File: config.mk
export PLATFORM = sky130hd
export DESIGN_NAME = datapath_arbiter
export DESIGN_NICKNAME = d
export VERILOG_FILES = /design/src/rtl/datapath_arbiter.sv
export SDC_FILE = /design/constraint.sdc
export NUM_CORES = 1
export LEC_CHECK = 0
export ABC_AREA = 0
export CAP_MARGIN = 20
export CELL_PAD_IN_SITES_DETAIL_PLACEMENT = 0
export CELL_PAD_IN_SITES_GLOBAL_PLACEMENT = 2
export CORE_MARGIN = 5
export CORE_UTILIZATION = 26
export CTS_BUF_LIST = sky130_fd_sc_hd__clkbuf_4
export CTS_CLUSTER_SIZE = 24
export DETAILED_ROUTE_END_ITERATION = 10
export HOLD_SLACK_MARGIN = 0.12
export PLACE_DENSITY_LB_ADDON = 0.1
export SLEW_MARGIN = 30
export SYNTH_ARGS = -nofsm -noshare
export SYNTH_HDL_FRONTEND = slang
export SYNTH_SLANG_ARGS = --single-unit
File: constraint.sdc
create_clock -name clk -period 4.1 [get_ports clk]
set_clock_uncertainty 0.1 [all_clocks]
set_input_delay 0.82 -clock clk [delete_from_list [all_inputs] [get_ports clk]]
set_output_delay 0.82 -clock clk [all_outputs]
set_load 0.01 [all_outputs]
File: src/rtl/datapath_arbiter.sv
// Two-requester round-robin arbiter that sequences a fixed six-step datapath job
// per grant and counts completed jobs.
module datapath_arbiter #(
  parameter int CNT_W = 8
) (
  input  logic             clk,
  input  logic             reset,
  input  logic [1:0]       req,
  output logic [1:0]       gnt,
  output logic [1:0]       done,
  output logic             busy,
  output logic [2:0]       step,
  output logic [4:0]       load,
  output logic [11:0]      oe,
  output logic [1:0]       c1,
  output logic [1:0]       c2,
  output logic [CNT_W-1:0] jobs
);

  typedef enum logic [1:0] {IDLE, RUN, DONE} state_e;

  state_e           state_q, state_d;
  logic [2:0]       step_q, step_d;
  logic [1:0]       gnt_q, gnt_d;
  logic             last_q, last_d;
  logic [CNT_W-1:0] jobs_q, jobs_d;
  logic             win;

  // last_q resets to 1 so requester 0 wins the first tie
  always_ff @(posedge clk or posedge reset) begin
    if (reset) begin
      state_q <= IDLE;
      step_q  <= 3'd0;
      gnt_q   <= 2'b00;
      last_q  <= 1'b1;
      jobs_q  <= '0;
    end else begin
      state_q <= state_d;
      step_q  <= step_d;
      gnt_q   <= gnt_d;
      last_q  <= last_d;
      jobs_q  <= jobs_d;
    end
  end

  always_comb begin
    state_d = state_q;
    step_d  = step_q;
    gnt_d   = gnt_q;
    last_d  = last_q;
    jobs_d  = jobs_q;
    win     = 1'b0;
    case (state_q)
      IDLE: begin
        if (req != 2'b00) begin
          if (req == 2'b01)      win = 1'b0;
          else if (req == 2'b10) win = 1'b1;
          else                   win = ~last_q;
          state_d = RUN;
          step_d  = 3'd0;
          gnt_d   = win ? 2'b10 : 2'b01;
          last_d  = win;
        end
      end
      RUN: begin
        if (step_q == 3'd5) begin
          state_d = DONE;
          step_d  = 3'd0;
        end else begin
          step_d = step_q + 3'd1;
        end
      end
      DONE: begin
        state_d = IDLE;
        gnt_d   = 2'b00;
        jobs_d  = jobs_q + CNT_W'(1);
      end
      default: state_d = IDLE;
    endcase
  end

  // Every output is decoded from registered state; req never reaches an output
  always_comb begin
    gnt  = gnt_q;
    jobs = jobs_q;
    busy = (state_q != IDLE);
    done = (state_q == DONE) ? gnt_q : 2'b00;
    step = 3'd0;
    load = 5'b00000;
    c1   = 2'b11;
    c2   = 2'b11;
    oe   = 12'b000000000000;
    if (state_q == RUN) begin
      step = step_q;
      case (step_q)
        3'd0: begin load = 5'b00011; oe = 12'b000000100100; end
        3'd1: begin load = 5'b00001; c1 = 2'b00; oe = 12'b000000001001; end
        3'd2: begin load = 5'b00010; c1 = 2'b00; oe = 12'b000000010010; end
        3'd3: begin load = 5'b10000; c1 = 2'b01; oe = 12'b000000000010; end
        3'd4: begin load = 5'b01100; c1 = 2'b10; oe = 12'b000001000010; end
        3'd5: begin
          c2 = gnt_q[1] ? 2'b01 : 2'b00;
          oe = 12'b101000000000;
        end
        default: ;
      endcase
    end
  end

endmodule

## After elaboration in Yosys (flattened, before gate mapping)

Index checks and enable logic that the tools add are counted.

| word-level totals | value |
|---|---|
| register bits | 16 |
| input port bits | 4 |
| output and inout bits | 37 |
| word-level logic and storage cells | 54 |

| cells by class | value |
|---|---|
| add/sub/neg operators | 2 |
| eq/ne operators | 11 |
| muxes and demuxes | 24 |
| bitwise gates (word level) | 1 |
| reductions and logical operators | 11 |

Operators by type and width:

| cell | count |
|---|---|
| 12-bit case mux with 6 select lines | 1 |
| 5-bit case mux with 5 select lines | 1 |
| 2-bit 2-to-1 mux | 8 |
| 12-bit 2-to-1 mux | 1 |
| 3-bit 2-to-1 mux | 3 |
| 8-bit by 1-bit adder with 8-bit output, second input constant | 1 |
| 2-bit case mux with 2 select lines | 2 |
| 2-bit AND reduction | 4 |
| 2-bit nonzero test | 4 |
| 3-bit by 2-bit == test with 1-bit output, second input constant | 2 |
| 3-bit == test, second input constant | 2 |
| 2-bit case mux with 3 select lines | 1 |
| 3-bit case mux with 2 select lines | 1 |
| 1-bit 2-to-1 mux | 5 |
| 5-bit 2-to-1 mux | 1 |
| 2-bit by 1-bit == test with 1-bit output, second input constant | 2 |
| 2-bit == test, second input constant | 2 |
| 2-bit != test, second input constant | 2 |
| 3-bit by 1-bit adder with 3-bit output, second input constant | 1 |
| 3-bit by 1-bit == test with 1-bit output, second input constant | 1 |
| 3-bit zero test | 1 |
| 2-bit zero test | 1 |
| 2-bit OR reduction | 1 |
| 1-bit inverter | 1 |

## Depth between registers and ports, before layout

Gate-level depths: netlist of run 1.

| depth | value |
|---|---|
| word-level depth | 8 |
| mapped depth | 5 |
| mapped depth without buffers | 4 |

## Worst setup path after synthesis of run 1

Ideal clock, no wire load.

| path | value |
|---|---|
| kind | register -> output |
| start | reg state_q[1] |
| end | out oe[5] |
| data arrival time | 1.458 ns |
| slack | 1.722 ns |
| cell stages (with the launch flop) | 5 |
| path buffers | 2 |
| path through | dfrtp_1 buf_2 or3b_4 nor3_1 buf_4 |

| on the way | value |
|---|---|
| longest elaborated chain between the ends | 2 |

RTL lines:

| what | RTL line | source |
|---|---|---|
| from (decl) | 22 | `state_e state_q, state_d;` |
| from (signal assigned) | 38 | `state_q <= state_d;` |
| 2-bit by 1-bit == test with 1-bit output | 93 | `if (state_q == RUN) begin` |
| 12-bit 2-to-1 mux | 93 |  |
| to (decl) | 14 | `output logic [11:0] oe,` |

No other way between the ends.

## Worst setup path after layout of run 1

| path | value |
|---|---|
| start | reg state_q[0] |
| end | out oe[2] |

The elaborated chain is that of the path after synthesis.

==> flow_summary.json, run 1 <==
{
  "status": "complete, no violations",
  "grt_pass1_wl_um": 3808,
  "fp.coreArea_sq_mm": 0.003606,
  "wl_met1_um": 952,
  "firstDrtPassIters": 4,
  "peakVddDrop_mv": 0.3470,
  "dpl_cell_area_sq_mm": 0.001308,
  "nets": 141,
  "syn_inst": 103,
  "via_count": 786,
  "worst_pin_slew_ps": 629.2,
  "htreeDepth": 1,
  "drcViolationCount": 0,
  "grt_start_max_net_pins": 17,
  "die_w_um": 70.48,
  "ys_async_sr_fraction_pct": 100.0,
  "arrival_ps": 2080,
  "drtAntennaViolNets": 0,
  "grt_pass1_vias": 849,
  "maxCapViolations": 0,
  "worst-path-max-fanout": 12,
  "post_cts_buffers": 0,
  "hold_buffers": 0,
  "power_uw": 981.5,
  "hold_class": "reg -> reg",
  "gr-total-overflow": 0,
  "synth_area_leaders": "dfrtp_1 (39%), xnor2_1 (6.4%), buf_4 (5.5%)",
  "final-setup-viol-count": 0,
  "gp_congestion": 0.6828,
  "ctsResizeCount": 0,
  "clock_latency_ps": 280,
  "root_buffer": "clkbuf_4",
  "cts.clk_slew.worst_paths_ps": 90,
  "critical_path.max_stage_delay_ps": 580,
  "slowest_stage": "clkdlybuf4s50_1",
  "synth-edff-count": 0,
  "place_inst": 178,
  "end_kind": "output port",
  "grt_usage_pct": 9.470,
  "ys_seq_area_share_pct": 42.24,
  "drv_slew": 0,
  "place_ws_ps": 1393,
  "yosys_warnings": 0,
  "yosysTopAreaCell": "dfrtp_1",
  "worstSetupPathType": "reg -> out",
  "antenna_found_initial": 0,
  "dr_wl_met2_um": 1050,
  "area_growth_pct": 40.26,
  "routed_wl_um": 2167,
  "cp.required_ps": 3180,
  "drive_gt1_share_pct": 7.463,
  "max_freq_ghz": 0.3338,
  "ys_ff_latch": 16,
  "start_util_pct": 26.37,
  "n_fill_cell": 384,
  "final_hold_viol_count": 0,
  "mostFrequentLayoutCells": "clkdlybuf4s50_1 (37), dfrtp_1 (15), nand2_1 (9)",
  "fin_cells": 182,
  "final.setup.worst_slack_ps": 1104,
  "cts_buffers": 3,
  "cp_cell_sequence": "or3b_4, nor3_1, clkdlybuf4s50_1",
  "final_common_cell": "clkdlybuf4s50_1",
  "dp_hpwl_um": 1658,
  "power_density_mw_per_mm2": 735.9,
  "avgSynthCellArea_sq_um": 9.232,
  "io_pins": 41,
  "routed.top_layer": "met4",
  "synthFlopType": "dfrtp_1",
  "dieArea_sq_mm": 0.004967,
  "row_count": 22,
  "relSlewSlack_pct": 58.01,
  "portBuffers": 37,
  "multi_input_area_sq_um": 445.4,
  "seq_area_sq_um": 401.6,
  "rsz0062_at_grt": "no",
  "die_h_um": 70.48,
  "syn_area_sq_um": 950.9,
  "cts_tree": "yes",
  "clock_sinks": 16,
  "startpoint_type": "flip-flop",
  "met3_length_um": 128,
  "power_leakage_uw": 0.0005941,
  "vias_per_cell": 4.319,
  "antenna_cells": 0,
  "drtIter0Drc": 11,
  "routedWlPerCell_um": 11.91,
  "cts_max_path_buffers": 2,
  "synth_cell_type_count": 39,
  "setup_tns_ps": 0,
  "synth.top_cell.area_share_pct": 39.47,
  "final_area_sq_mm": 0.001334,
  "finalCritPeriodShare_pct": 73.07,
  "period_needed_ps": 2996
}
final timing paths:
check	startpoint	endpoint	slack, ps	depth (start not counted)
worst max register to register	state_q[0]$_DFFE_PP0P_	jobs[1]$_DFFE_PP0P_	2620	2
max in group asynchronous	reset	step_q[1]$_DFFE_PP0P_	2680	2
worst min-delay path	jobs[7]$_DFFE_PP0P_	jobs[7]$_DFFE_PP0P_	370	1
worst max-delay path	state_q[0]$_DFFE_PP0P_	oe[2]	1100	3
min in group asynchronous	reset	jobs[7]$_DFFE_PP0P_	810	2
worst min register to register	jobs[7]$_DFFE_PP0P_	jobs[7]$_DFFE_PP0P_	370	1
kinds of logic (layout without fill, tap and decap cells):
kind of cell,after synthesis,in the layout,share of synthesized area (%)
muxes,1,1,1.184
xor gates and xnor gates,8,8,7.369
DFF,16,16,42.24
AOI/OAI and AO/OA,13,13,8.685
other,1,3,0.3944
adders and majority gates,2,2,2.631
buffers and inverters,20,49,11.71
and+or+nand+nor,42,42,25.79
report_power, final:
| part | total [uW] | internal [uW] | switching, uW | leakage (uW) |
|---|---|---|---|---|
| registers | 288 | 209 | 78.6 | 0.000202 |
| logic | 612 | 351 | 262 | 0.000377 |
| clock network | 81.7 | 35.2 | 46.5 | 0.0000154 |
flip-flops by register name, summed over array words and instances (netlist names):
register,count
jobs,8
step_q,3
gnt,2
state_q,2
last_q,1
worst max-delay path: cells and delay by family, from the launching register on:
kind | cells | cell delay, ps
flops | 1 | 540
buf+inv | 1 | 580
simple gates | 2 | 680
synth_stat cells (2+ instances only):
library cell	instances
dfrtp_1	15
nand2_1	9
nor2_1	8
buf_4	7
inv_1	7
xnor2_1	7
and2_1	6
o21ai_0	5
nand4_1	3
a21oi_1	2
buf_2	2
clkbuf_1	2
ha_1	2
nand2b_1	2
nor3_1	2
stage by stage:
stage,hold WS [ps],utilization [%]
floorplan,407.6,-
global placement,362.1,36.26
detailed placement,366.4,36.26
CTS,379.9,36.99
global route,421.2,36.99
finish,370.4,36.99
routing by layer:
metal / up-vias / GRT usage, %
li1: 389 / -
met1: 370 / 10.43
met2: 25 / 16.84
met3: 2 / 2.302
met4: 0 / 4.468
met5: - / 0
cell type report:
type / count / area share (%)
Multi-Input combinational cell: 69 / 33.40
Sequential cell: 16 / 30.11
Timing Repair Buffer: 37 / 27.77
Tap cell: 48 / 4.503
Inverter: 8 / 2.251
Clock buffer: 3 / 1.689
Clock inverter: 1 / 0.2814
Power figures use the tool's default switching activity.
==> inputs of run 2 (changes only) <==
--- a/config.mk
+++ b/config.mk
@@ -10,7 +10,7 @@
 export CELL_PAD_IN_SITES_DETAIL_PLACEMENT = 0
 export CELL_PAD_IN_SITES_GLOBAL_PLACEMENT = 2
 export CORE_MARGIN = 5
-export CORE_UTILIZATION = 26
+export CORE_UTILIZATION = 22
 export CTS_BUF_LIST = sky130_fd_sc_hd__clkbuf_4
 export CTS_CLUSTER_SIZE = 24
 export DETAILED_ROUTE_END_ITERATION = 10
==> constraint.sdc (replaced) <==
create_clock -name clk -period 2.6 [get_ports clk]
set_clock_uncertainty 0.1 [all_clocks]
set_input_delay 0.52 -clock clk [delete_from_list [all_inputs] [get_ports clk]]
set_output_delay 0.52 -clock clk [all_outputs]
set_load 0.01 [all_outputs]
==> run 2 against run 1 <==
Final cell count increased by 6.0%. Register-to-register slack got worse by 1500 ps. Via count is 3.1% higher. Power grew 65%.
==> flow_summary.json, run 2 (synthesis results as in run 1) <==
{
  "status": "complete, no violations",
  "final.setup.worst_slack_ps": 91.43,
  "routed_wl_um": 2413,
  "period_needed_ps": 2509,
  "final_common_cell": "clkdlybuf4s50_1",
  "reg2reg_depth": 4,
  "die_h_um": 75.75,
  "cts.clk_slew.worst_paths_ps": 100,
  "routedWlPerCell_um": 12.50,
  "firstDrtPassIters": 4,
  "hold_path_end": "jobs[7]$_DFFE_PP0P_",
  "nets": 148,
  "antenna_cells": 0,
  "root_buffer": "clkbuf_4",
  "seq_area_sq_um": 402.9,
  "grt_start_max_net_pins": 17,
  "gr-total-overflow": 0,
  "worst_pin_slew_ps": 644.1,
  "via_count": 810,
  "drv_slew": 0,
  "dieArea_sq_mm": 0.005737,
  "hold_buffers": 0,
  "dp_hpwl_um": 1835,
  "largest_reg_flops": 8,
  "die_w_um": 75.75,
  "cts_tree": "yes",
  "clock_latency_ps": 290,
  "row_count": 24,
  "drcViolationCount": 0,
  "grt_usage_pct": 9.387,
  "cp_cell_sequence": "or3b_4, or2_1, clkdlybuf4s50_1",
  "area_growth_pct": 48.16,
  "n_fill_cell": 467,
  "final-setup-viol-count": 0,
  "antenna_found_initial": 0,
  "critical_path.max_stage_delay_ps": 480,
  "worst-path-max-fanout": 5,
  "finalCritPeriodShare_pct": 96.48,
  "startpoint_type": "flip-flop",
  "power_density_mw_per_mm2": 1147,
  "vias_per_cell": 4.197,
  "drtIter0Drc": 13,
  "cts_buffers": 3,
  "end_kind": "output port",
  "clock_sinks": 16,
  "portBuffers": 37,
  "cp.required_ps": 1980,
  "grt_pass1_vias": 871,
  "worstSetupPathType": "reg -> out",
  "r2r_end": "jobs[1]$_DFFE_PP0P_",
  "peakVddDrop_mv": 0.3378,
  "reg2reg_from": "state_q[0]$_DFFE_PP0P_",
  "io_pins": 41,
  "gp_congestion": 0.6732,
  "place_inst": 186,
  "drtAntennaViolNets": 0,
  "multi_input_area_sq_um": 450.4,
  "cts_max_path_buffers": 2,
  "whs_path_depth": 1,
  "grt_pass1_wl_um": 4091,
  "fin_cells": 193,
  "arrival_ps": 1890,
  "start_util_pct": 22.30,
  "post-route-util_pct": 33.04,
  "relSlewSlack_pct": 57.02,
  "htreeDepth": 1,
  "cp_top_family": "simple AND/OR/NAND/NOR gates",
  "rsz0062_at_grt": "no",
  "power_leakage_uw": 0.0007064,
  "cp_num_buf_inv": 1,
  "slowest_stage": "clkdlybuf4s50_1",
  "final_hold_viol_count": 0,
  "max_freq_ghz": 0.3986,
  "setup_tns_ps": 0,
  "drive_gt1_share_pct": 13.48,
  "place_ws_ps": 271.5,
  "hold_class": "reg -> reg",
  "fp.coreArea_sq_mm": 0.004264,
  "r2r_slack_ps": 1100,
  "mostFrequentLayoutCells": "clkdlybuf4s50_1 (31), dfrtp_1 (14), nand2_1 (9)",
  "hold_start": "jobs[7]$_DFFE_PP0P_",
  "maxCapViolations": 0
}
==> run 2: cell type report <==
type                       instances  share of cell area (%)
tap                               52                   4.618
clock buffer                       3                   1.599
timing repair buffer              44                   30.82
sequential                        16                   28.60
clock inverter                     1                  0.2664
inverter                           8                   2.131
multi-input combinational         69                   31.97
==> run 2: worst max-delay path by stage <==
stage,from,to,slack [ps],cells past startpoint
floorplan,state_q[1]$_DFFE_PP0P_,oe[5],520,4
global placement,step_q[1]$_DFFE_PP0P_,c1[0],290,4
detailed placement,step_q[1]$_DFFE_PP0P_,c1[0],270,4
CTS,step_q[2]$_DFFE_PP0P_,oe[4],20,4
global route,state_q[0]$_DFFE_PP0P_,c2[0],10,6
finish,state_q[1]$_DFFE_PP0P_,c1[1],90,3
==> run 2: timing repair <==
item,4_1_cts,5_1_grt
buffers inserted,0,3
hold endpoints to repair,0,0
gates resized for setup,3,5
pin swaps,0,1
endpoints found under the setup margin,3,6
==> run 2: per-layer routing <==
metal / wire (um) / track usage, %
met5: 0 / 0
met4: 27 / 4.078
met3: 94 / 1.847
met2: 1182 / 14.92
met1: 1108 / 12.29
==> run 2: through the flow <==
stage	area, sq um	total power, uW	hold slack, ps
after global routing	1409	1767	391.4
after floorplan	958.4	989.7	333.0
after detailed placement	1343	1485	364.7
after CTS	1374	1633	383.9
final	1409	1615	375.3
after global placement	1343	1494	361.9
==> run 2: power by group <==
part | switching (uW) | total [uW] | internal [uW]
clock | 83.5 | 139 | 55.8
combinational | 476 | 1060 | 583
sequential | 85.3 | 417 | 332
total | 645 | 1620 | 971
